File: config.mk
export PLATFORM = sky130hd
export DESIGN_NAME = jk_seq_ctrl
export DESIGN_NICKNAME = d
export VERILOG_FILES = /design/src/rtl/jk_seq_pkg.sv /design/src/rtl/jk_cell.sv /design/src/rtl/jk_seq_ctrl.sv
export SDC_FILE = /design/constraint.sdc
export NUM_CORES = 1
export LEC_CHECK = 0
export CORE_MARGIN = 2
export CORE_UTILIZATION = 54
export CTS_CLUSTER_DIAMETER = 200
export DETAILED_ROUTE_END_ITERATION = 7
export PLACE_DENSITY = 0.79
export SYNTH_ARGS = -nofsm -noshare
export SYNTH_HDL_FRONTEND = slang
export SYNTH_SLANG_ARGS = --single-unit
File: constraint.sdc
create_clock -name clk -period 2.37 [get_ports clk]
set_clock_uncertainty 0.15 [all_clocks]
set_input_delay 0.5925 -clock clk [delete_from_list [all_inputs] [get_ports clk]]
set_output_delay 0.5925 -clock clk [all_outputs]
set_load 0.1 [all_outputs]
File: src/rtl/jk_seq_pkg.sv
// Shared opcode and FSM state definitions for the jk_seq_ctrl block.
package jk_seq_pkg;

    localparam int OP_W = 3;

    typedef enum logic [OP_W-1:0] {
        OP_NOP        = 3'd0,
        OP_LOAD       = 3'd1,
        OP_CLEAR      = 3'd2,
        OP_SET        = 3'd3,
        OP_TOGGLE     = 3'd4,
        OP_COUNT_UP   = 3'd5,
        OP_COUNT_DOWN = 3'd6,
        OP_RSVD       = 3'd7
    } op_e;

    typedef enum logic [1:0] {
        IDLE  = 2'd0,
        EXEC  = 2'd1,
        COUNT = 2'd2
    } state_e;

endpackage

File: src/rtl/jk_cell.sv
// Single JK flip-flop with synchronous active-high reset (q=0, qb=1).
module jk_cell (
    input  logic clk,
    input  logic rst,
    input  logic j,
    input  logic k,
    output logic q,
    output logic qb
);

    always_ff @(posedge clk) begin
        if (rst) begin
            q  <= 1'b0;
            qb <= 1'b1;
        end else begin
            case ({j, k})
                2'b01: begin q <= 1'b0; qb <= 1'b1; end
                2'b10: begin q <= 1'b1; qb <= 1'b0; end
                2'b11: begin q <= qb;   qb <= q;    end
                default: ;
            endcase
        end
    end

endmodule

File: src/rtl/jk_seq_ctrl.sv
// Command-driven sequencer for a WIDTH-bit bank of JK cells.
// Optional JK_SEQ_ERR_EN adds a sticky err flag for the reserved opcode.
module jk_seq_ctrl
    import jk_seq_pkg::*;
#(
    parameter int WIDTH = 8,
    parameter int CNT_W = 8
) (
    input  logic             clk,
    input  logic             rst,
    input  logic             cmd_valid,
    output logic             cmd_ready,
    input  logic [OP_W-1:0]  cmd_op,
    input  logic [WIDTH-1:0] cmd_data,
    input  logic [CNT_W-1:0] cmd_len,
    output logic [WIDTH-1:0] q,
`ifdef JK_SEQ_ERR_EN
    output logic             err,
`endif
    output logic             busy,
    output logic             done
);

    state_e             state, state_nxt;
    op_e                op_r;
    logic [WIDTH-1:0]   data_r;
    logic [CNT_W-1:0]   rem;
    logic [WIDTH-1:0]   qb, j, k, up_t, dn_t;
    logic               accept, is_count, len_zero;

    assign cmd_ready = (state == IDLE) & ~rst;
    assign busy      = (state != IDLE);
    assign accept    = cmd_valid & cmd_ready;
    assign is_count  = (cmd_op == OP_COUNT_UP) || (cmd_op == OP_COUNT_DOWN);
    assign len_zero  = (cmd_len == '0);

    always_comb begin
        state_nxt = state;
        case (state)
            IDLE:    if (accept) state_nxt = (is_count && !len_zero) ? COUNT : EXEC;
            EXEC:    state_nxt = IDLE;
            COUNT:   if (rem == CNT_W'(1)) state_nxt = IDLE;
            default: state_nxt = IDLE;
        endcase
    end

    always_ff @(posedge clk) begin
        if (rst) begin
            state  <= IDLE;
            op_r   <= OP_NOP;
            data_r <= '0;
            rem    <= '0;
            done   <= 1'b0;
        end else begin
            state <= state_nxt;
            done  <= (state == EXEC) || (state == COUNT && rem == CNT_W'(1));
            if (accept) begin
                // A zero-length count is captured as NOP so EXEC drives nothing
                op_r   <= (is_count && len_zero) ? OP_NOP : op_e'(cmd_op);
                data_r <= cmd_data;
                rem    <= cmd_len;
            end else if (state == COUNT) begin
                rem <= rem - CNT_W'(1);
            end
        end
    end

`ifdef JK_SEQ_ERR_EN
    always_ff @(posedge clk) begin
        if (rst)         err <= 1'b0;
        else if (accept) err <= (cmd_op == OP_RSVD);
    end
`endif

    // Ripple-carry/borrow toggle enables for synchronous counting
    always_comb begin
        logic acc_u, acc_d;
        acc_u = 1'b1;
        acc_d = 1'b1;
        up_t  = '0;
        dn_t  = '0;
        for (int i = 0; i < WIDTH; i++) begin
            up_t[i] = acc_u;
            dn_t[i] = acc_d;
            acc_u   = acc_u & q[i];
            acc_d   = acc_d & qb[i];
        end
    end

    always_comb begin
        j = '0;
        k = '0;
        if (state != IDLE) begin
            case (op_r)
                OP_LOAD:       begin j = data_r; k = ~data_r; end
                OP_CLEAR:      k = data_r;
                OP_SET:        j = data_r;
                OP_TOGGLE:     begin j = data_r; k = data_r; end
                OP_COUNT_UP:   begin j = up_t;   k = up_t;   end
                OP_COUNT_DOWN: begin j = dn_t;   k = dn_t;   end
                default: ;
            endcase
        end
    end

    for (genvar i = 0; i < WIDTH; i++) begin : g_cell
        jk_cell u_cell (
            .clk (clk),
            .rst (rst),
            .j   (j[i]),
            .k   (k[i]),
            .q   (q[i]),
            .qb  (qb[i])
        );
    end

endmodule

==> run metrics, run 1 <==
total power draw 1650 uW; Max Clk Rate 433 MHz; GRT Total Usage 0.252; first drt pass iteration count 4; Rows 23; dpl hpwl 4230 um; Die Ht 69.0 um; Synth Register Bits 38; Worst Tran Pin Value 466 ps; max_slew headroom 0.688; TNS Setup 0 ps; Post-route DRC 0; fin cells 380; area leader, netlist dfxtp_1; Post-synth EDFFs 0; Die Area 4760 um2; P_leak 0.00111 uW; Routed WL 5720 um; Worst R2R Start op_r[0]$_SDFFE_PP0P_; CTS Hold Buffers Added 0; Worst Path Required 1630 ps; critical path endpoint category output port; vias in the first global route 2109; via count 2244; GRT overflow 0; fin worst setup slack 60.1 ps; placed cell count 372; share of the clock period used by the worst path 0.975; CTS root buffer clkbuf_8; Mapped Area 2280 um2; multi-input logic area 1370 um2; Yosys top cell area share 0.333; Post-CTS Setup Repair Bufs 0; worst skew pair latency 290 ps; Cells after Synth 292; Critical Path Source rst; count of final hold-check violations 0; Layout area overhead 24.2%; Worst IR Drop VDD 0.363 mV; routed len/inst 15.1 um; Die Width 69.0 um; Clock Path Buffers 2; Slew Limit Fails 0; Resized cells post-CTS 0; cell with the most instances after synthesis nand2_1; Post-synth top cells 41 x nand2_1, 38 x dfxtp_1, 28 x a21oi_1; Final #Nets 353; CTS tree yes; fillcell total 338; core area 4030 um2; pre-CTS WS 79.3 ps; FFs w/ async S/R, synth 0; FF/Latch Area 762 um2; Ports 33; Synth Net Count 316; cts bufs inserted 5; Synth cell types 60; CTS sink cnt 38; CP Class primary input to output port; first-pass GRT wire length 9850 um; H-tree levels 2; final setup fails 0; port buffer count 32; initial antenna violation count 0; Initial Utilization 0.566; fin crit period 2310 ps; Min-Delay Path Class flip-flop to flip-flop; sequential-to-total area share from yosys stat 0.333; crit path launch type primary input; Synth area leaders dfxtp_1 33%, nand2_1 6.7%, a21oi_1 6.1%; share of layout cells above drive strength 1 0.164; final hold slack 323 ps; status completed; gpl congestion 0.898; Synthesis Warnings 0; largest net degree at the start of global routing 17; Synth Area per Inst 7.82 um2; top_reg_cell synth dfxtp_1; WP data arrival 1570 ps; RSZ-0062 raised after global routing false; Hold Path Origin rem[7]$_SDFFE_PP0P_; Clk pin slew, worst setup/hold paths 80 ps; Vias/cell 5.91; pwr/cell area 581 nW/um2; Inserted Diodes 0; DRT iter0 DRCs 181; Antenna Nets Post-Route 0; Critical Path Fanout Max 3; max-cap viol count 0
-- worst max-delay path: stages --
cell	delay (ps)
clkdlybuf4s50_1	480
buf_4	180
nor2_4	120
buf_12	190
-- stage by stage --
| stage | utilization | instance area (um2) |
|---|---|---|
| floorplan | - | 2320 |
| global placement | 0.676 | 2730 |
| detailed placement | 0.676 | 2730 |
| CTS | 0.703 | 2830 |
| global route | 0.703 | 2830 |
| finish | 0.703 | 2830 |
-- sequential cells by signal, indices dropped and copies added, names as in the netlist --
signal / count
data_r: 8
done: 1
g_cell.u_cell.q: 8
rem: 8
op_r: 3
state: 2
g_cell.u_cell.qb: 8
-- cell usage in the layout (no fill, tap or decap), drive strengths merged, types with 3 or more instances in the layout --
master / count
a21oi: 28
a22o: 3
a31oi: 6
a32oi: 3
buf: 30
clkbuf: 5
clkdlybuf4s50: 21
clkinv: 3
dfxtp: 38
inv: 9
nand2: 41
nand2b: 8
nand3: 10
nand4: 4
nor2: 23
nor2b: 5
nor3: 7
nor4: 4
o211ai: 3
o21ai: 20
o22ai: 4
o2bb2ai: 3
xnor2: 4
-- kinds of logic (layout without fill, tap and decap cells) --
logic type	Yosys count	in the layout	share of synthesized area
adder cells (fa/ha/maj)	2	2	0.0110
multiplexers	1	1	0.00493
XOR/XNOR	5	5	0.0192
AND/OR/NAND/NOR	121	121	0.283
AO/OA/AOI/OAI	93	93	0.269
flip-flops	38	38	0.333
buffers and inverters	32	70	0.0795
-- cell type report --
type / count / share of cell area
Clock buffer: 5 / 0.0243
Clock inverter: 3 / 0.0141
Inverter: 11 / 0.0159
Multi-Input combinational cell: 222 / 0.483
Sequential cell: 38 / 0.269
Tap cell: 50 / 0.0221
Timing Repair Buffer: 51 / 0.171
-- final timing paths --
path                                                    endpoint  slack, ps  depth (start not counted)
worst max-delay path                                   cmd_ready         60                          4
worst min-delay path                         rem[7]$_SDFFE_PP0P_        320                          2
worst max register to register  g_cell[4].u_cell.qb$_SDFFE_PP1P_        110                          6
worst min register to register               rem[7]$_SDFFE_PP0P_        320                          2
-- power breakdown --
group | internal (uW) | switching, uW | total [uW] | leakage [uW]
combinational | 168 | 209 | 377 | 0.000741
sequential | 673 | 50.1 | 723 | 0.000310
clock | 310 | 237 | 547 | 0.0000579
-- layer usage --
| metal | part of all wire | global-route usage |
|---|---|---|
| met4 | 0.016 | 0.102 |
| met3 | 0.055 | 0.0526 |
| met5 | 0 | 0 |
| met1 | 0.45 | 0.335 |
| met2 | 0.48 | 0.399 |
(Power assumes the default switching activity.)
==> run 2: changes to the inputs <==
--- a/config.mk
+++ b/config.mk
@@ -10,6 +10,7 @@
 export CTS_CLUSTER_DIAMETER = 200
 export DETAILED_ROUTE_END_ITERATION = 7
 export PLACE_DENSITY = 0.79
+export SETUP_SLACK_MARGIN = 0.5
 export SYNTH_ARGS = -nofsm -noshare
 export SYNTH_HDL_FRONTEND = slang
 export SYNTH_SLANG_ARGS = --single-unit
==> run 2 against run 1 <==
Compared with the run above:
- via count rose by 6.0%
- register-to-register slack gained 410 ps
- clock power about the same
- worst hold slack improved by 5.4 ps
- critical path type is now flip-flop to output port
- largest cell class unchanged
- first-iteration DRC count up 12%
- routed wire length up 9.1%
- cell area grew 7.4%
- core utilization up 5.2 points
- combinational power increased by 13%
==> run metrics, run 2 (synthesized netlist as in run 1, its figures left out) <==
port buffer count 32; Slew Limit Fails 0; Routed WL 6240 um; Ports 33; P_leak 0.00117 uW; fin worst setup slack 360 ps; Worst Path Required 1630 ps; r2r setup slk 520 ps; RSZ-0062 raised after global routing true; first-pass GRT wire length 9980 um; Worst R2R Start op_r[0]$_SDFFE_PP0P_; most common cell after layout, fill and taps aside nand2_1; Max Clk Rate 498 MHz; cts bufs inserted 5; GRT Total Usage 0.256; Hold Path Origin g_cell[7].u_cell.q$_SDFFE_PP0P_; Die Width 69.0 um; gpl congestion 0.856; Post-route DRC 0; Rows 23; H-tree levels 2; routed len/inst 16.0 um; CTS tree yes; largest net degree at the start of global routing 18; worst skew pair latency 300 ps; Vias/cell 6.10; dpl hpwl 4260 um; CTS root buffer clkbuf_8; GRT overflow 0; Die Area 4760 um2; via count 2379; critical path endpoint category output port; Core Util, Final 0.755; crit path launch type flip-flop; share of layout cells above drive strength 1 0.262; pwr/cell area 558 nW/um2; max_slew headroom 0.670; fin crit period 2010 ps; vias in the first global route 2127; Clk pin slew, worst setup/hold paths 80 ps; first drt pass iteration count 5; final hold slack 329 ps; Initial Utilization 0.566; initial antenna violation count 0; Worst IR Drop VDD 0.370 mV; Critical Path Fanout Max 3; share of the clock period used by the worst path 0.848; WHS Path Cells 2; Antenna Nets Post-Route 0; status completed; pre-CTS WS 16.8 ps; R2R cell count 7; Min-Delay Path Class flip-flop to flip-flop; DP Area 2750 um2; Clock Path Buffers 2; CP Class flip-flop to output port; WP data arrival 1270 ps; Die Ht 69.0 um; CTS Hold Buffers Added 0; count of final hold-check violations 0; CTS sink cnt 38; most frequent cells in the layout 40 x nand2_1, 34 x buf_4, 29 x dfxtp_1; Critical Path Source state[0]$_SDFFE_PP0P_; DRT iter0 DRCs 202; final setup fails 0; max-cap viol count 0; Final #Nets 363; Final Instance Area 3040 um2; core area 4030 um2; Inserted Diodes 0; Worst Tran Pin Value 494 ps; Layout area overhead 33.3%
-- run 2: changes by cell type in the layout (fill, tap and decap cells not counted), sizes merged --
cell,before,now
buf,30,40
clkdlybuf4s50,21,20
dlygate4sd2,0,1
-- run 2: timing repair --
action | 4_1_cts | 5_1_grt
cloned | 0 | 0
resized for setup | 17 | 16
endpoints found under the hold margin | 0 | 0
endpoints found under the setup margin | 33 | 19
pin swaps | 5 | 7
setup buffers | 5 | 6
-- run 2: worst paths after layout --
check	end
hold reg to reg	g_cell[7].u_cell.qb$_SDFFE_PP1P_
setup reg to reg	g_cell[2].u_cell.qb$_SDFFE_PP1P_
setup / recovery	busy
hold / removal	g_cell[7].u_cell.qb$_SDFFE_PP1P_
-- run 2: critical path, stage by stage (launching register included) --
cell and delay (ps):
dfxtp_4 360, nor2_4 140, clkinvlp_4 130, buf_4 170, buf_12 160
-- run 2: cell type report --
type	count	area [um2]
multi-input combinational	222	1460
fill	290	986
sequential	38	787
timing repair buffer	61	576
clock buffer	5	68.8
tap	50	62.6
inverter	11	45.0
clock inverter	3	40.0
-- run 2: layer usage --
metal	part of all wire	vias to the layer above	GRT usage
met5	0	-	0
met4	0.021	0	0.107
met3	0.077	16	0.0512
met2	0.45	116	0.381
met1	0.45	1102	0.359
li1	-	1145	-
-- run 2: metrics by stage --
step,cells,TNS (ps),power [uW]
final,390,0,1700
after global routing,390,0,1770
after CTS,384,0,1670
after detailed placement,371,0,1110
after global placement,371,0,1110
after floorplan,292,-245,984
-- run 2: where the power goes --
| group | leakage (uW) | total [uW] | internal, uW | switching (uW) |
|---|---|---|---|---|
| combinational | 0.000800 | 427 | 192 | 235 |
| sequential | 0.000314 | 720 | 671 | 48.6 |
| clock | 0.0000579 | 550 | 310 | 240 |
| total | 0.00117 | 1700 | 1170 | 524 |
==> run 3: changes to the inputs <==
==> constraint.sdc (replaced) <==
create_clock -name clk -period 1.9 [get_ports clk]
set_clock_uncertainty 0.15 [all_clocks]
set_input_delay 0.475 -clock clk [delete_from_list [all_inputs] [get_ports clk]]
set_output_delay 0.475 -clock clk [all_outputs]
set_load 0.1 [all_outputs]
==> run 3 against run 2 <==
Compared with the run above:
- the flow now stops in 5_1_grt
- synthesized cell count did not move
- synthesized area did not move
==> run metrics, run 3 <==
Synth Area per Inst 7.82 um2; CTS sink cnt 38; Synth Register Bits 38; top_reg_cell synth dfxtp_1; Post-synth top cells 41 x nand2_1, 38 x dfxtp_1, 28 x a21oi_1; Run Error [ERROR DPL-0038] Utilization greater than 100%, impossible to legalize; Ports 33; Die Ht 69.0 um; Die Width 69.0 um; gpl congestion 0.879; status aborted with a tool error; Rows 23; Synth area leaders dfxtp_1 33%, nand2_1 6.7%, a21oi_1 6.1%; Stopped at 5_1_grt; H-tree levels 2; Cells after Synth 292; Post-synth EDFFs 0; worst ep type register data pin; cts bufs inserted 5; sequential-to-total area share from yosys stat 0.333; CTS root buffer clkbuf_8; Initial Utilization 0.566; largest net degree at the start of global routing 17; Yosys top cell area share 0.333; Synth cell types 60; FFs w/ async S/R, synth 0; port buffer count 32; Synthesis Warnings 0; area leader, netlist dfxtp_1; GRT worst endpoint op_r[2]$_SDFFE_PP0P_/D; Clock Path Buffers 2; Synth Net Count 316; cell with the most instances after synthesis nand2_1; Mapped Area 2280 um2; dpl hpwl 4500 um
-- run 3: kinds of logic after synthesis --
family                   synth area share
AND/OR/NAND/NOR                     0.283
multiplexers                      0.00493
buffers and inverters              0.0795
adder cells (fa/ha/maj)            0.0110
flip-flops                          0.333
AO/OA/AOI/OAI                       0.269
XOR/XNOR                           0.0192
-- run 3: stage by stage --
step	cell area, um2	std cells	setup TNS (ps)	setup slack (ps)
floorplan	2390	292	-4140	-493
detailed placement	3060	396	-3860	-233
global placement	3060	396	-3260	-192
CTS	3770	438	0	8.23
-- run 3: what timing repair did --
action / in CTS
endpoints found under the setup margin: 49
cloned: 4
resized for setup: 93
hold buffers: 0
buffers inserted: 32
pin swaps: 44
==> run 4: changes to the inputs <==
--- a/config.mk
+++ b/config.mk
@@ -6,11 +6,9 @@
 export NUM_CORES = 1
 export LEC_CHECK = 0
 export CORE_MARGIN = 2
-export CORE_UTILIZATION = 54
-export CTS_CLUSTER_DIAMETER = 200
+export CORE_UTILIZATION = 40
 export DETAILED_ROUTE_END_ITERATION = 7
-export PLACE_DENSITY = 0.79
-export SETUP_SLACK_MARGIN = 0.5
+export PLACE_DENSITY_LB_ADDON = 0.15
 export SYNTH_ARGS = -nofsm -noshare
 export SYNTH_HDL_FRONTEND = slang
 export SYNTH_SLANG_ARGS = --single-unit
==> run 4 against run 3 <==
Compared with the run above:
- the flow now finishes, with violations (negative setup slack)
==> run metrics, run 4 (synthesized netlist as in run 1, its figures left out) <==
H-tree levels 2; placed cell count 423; CTS tree yes; share of layout cells above drive strength 1 0.277; Worst Tran Pin Value 421 ps; port buffer count 32; max_slew headroom 0.719; Die Ht 79.5 um; first drt pass iteration count 5; cts bufs inserted 5; Max Clk Rate 524 MHz; count of final hold-check violations 0; routed len/inst 13.6 um; vias in the first global route 2148; crit path launch type flip-flop; Clk pin slew, worst setup/hold paths 80 ps; core area 5510 um2; most common cell after layout, fill and taps aside buf_4; DP Area 3070 um2; pre-CTS WS -234 ps; Initial Utilization 0.414; WHS Path Cells 2; Antenna Nets Post-Route 0; pwr/cell area 623 nW/um2; Worst R2R Start op_r[0]$_SDFFE_PP0P_; Post-route DRC 0; worst skew pair latency 290 ps; Worst Path Required 1270 ps; R2R cell count 6; initial antenna violation count 0; WP data arrival 1280 ps; max-cap viol count 0; hold path endpoint rem[7]$_SDFFE_PP0P_; r2r setup slk 40 ps; most frequent cells in the layout 51 x buf_4, 40 x nand2_1, 33 x dfxtp_1; critical path endpoint category output port; CTS root buffer clkbuf_8; fin crit period 1910 ps; Die Area 6330 um2; share of the clock period used by the worst path 1.00; Hold Path Origin rem[7]$_SDFFE_PP0P_; Layout area overhead 42.9%; Slew Limit Fails 0; GRT Total Usage 0.195; CTS Hold Buffers Added 0; Final Instance Area 3260 um2; via count 2318; Vias/cell 5.32; gpl congestion 0.856; largest net degree at the start of global routing 17; CTS sink cnt 38; final setup fails 2; Routed WL 5930 um; dpl hpwl 4500 um; Rows 27; CP Class flip-flop to output port; status complete, but fails checks; fin worst setup slack -9.33 ps; Ports 33; Critical Path Fanout Max 5; fin cells 436; Worst IR Drop VDD 0.474 mV; Min-Delay Path Class flip-flop to flip-flop; failing checks negative setup slack; DRT iter0 DRCs 179; GRT overflow 0; RSZ-0062 raised after global routing true; Inserted Diodes 0; Clock Path Buffers 2; Die Width 79.5 um; Final #Nets 387; P_leak 0.00129 uW; reg2reg end g_cell[6].u_cell.q$_SDFFE_PP0P_; first-pass GRT wire length 9830 um
[run 4: how the worst max path moves through the flow]
stage / startpoint / end / slack [ps] / depth (start not counted)
floorplan: state[0]$_SDFFE_PP0P_ / op_r[0]$_SDFFE_PP0P_ / -490 / 6
global placement: rst / rem[3]$_SDFFE_PP0P_ / -180 / 5
detailed placement: rst / rem[5]$_SDFFE_PP0P_ / -230 / 7
CTS: state[0]$_SDFFE_PP0P_ / cmd_ready / -50 / 4
global route: state[1]$_SDFFE_PP0P_ / cmd_ready / -70 / 4
finish: state[1]$_SDFFE_PP0P_ / cmd_ready / -9 / 4
[run 4: worst max-delay path: stages, from the launching register on]
cell	delay (ps)
dfxtp_4	370
nor2_4	150
clkinvlp_4	140
nor2_4	150
buf_12	190
[run 4: power breakdown]
| group | leakage (uW) | internal (uW) | total (uW) | switching [uW] |
|---|---|---|---|---|
| logic | 0.000933 | 268 | 556 | 288 |
| clock network | 0.0000482 | 293 | 581 | 288 |
| registers | 0.000313 | 840 | 894 | 54.3 |
[run 4: per-stage QoR]
step	hold WS (ps)	power (uW)	TNS (ps)	util
CTS	335	2020	-88.6	0.583
global route	345	2130	-154	0.592
floorplan	292	1220	-4140	-
global placement	311	1430	-3990	0.558
finish	335	2030	-11.0	0.592
detailed placement	317	1440	-4250	0.558
[run 4: repair_timing]
action,CTS,global route
gates resized for setup,10,11
pin swaps,1,6
endpoints found under the setup margin,13,16
buffers inserted,3,2
[run 4: final cells by class]
type | instances | area [um2]
Multi-Input combinational cell | 222 | 1420
Timing Repair Buffer | 85 | 843
Inverter | 11 | 45.0
Tap cell | 72 | 90.1
Fill cell | 502 | 2240
Clock inverter | 1 | 5.00
Clock buffer | 7 | 86.3
Sequential cell | 38 | 772
[run 4: routing by layer]
| layer | part of all wire | routed length, um | global-route usage |
|---|---|---|---|
| met1 | 0.50 | 2970 | 0.278 |
| met3 | 0.039 | 232 | 0.0283 |
| met4 | 0.0083 | 49 | 0.0448 |
| met2 | 0.45 | 2680 | 0.312 |
| met5 | 0 | 0 | 0 |
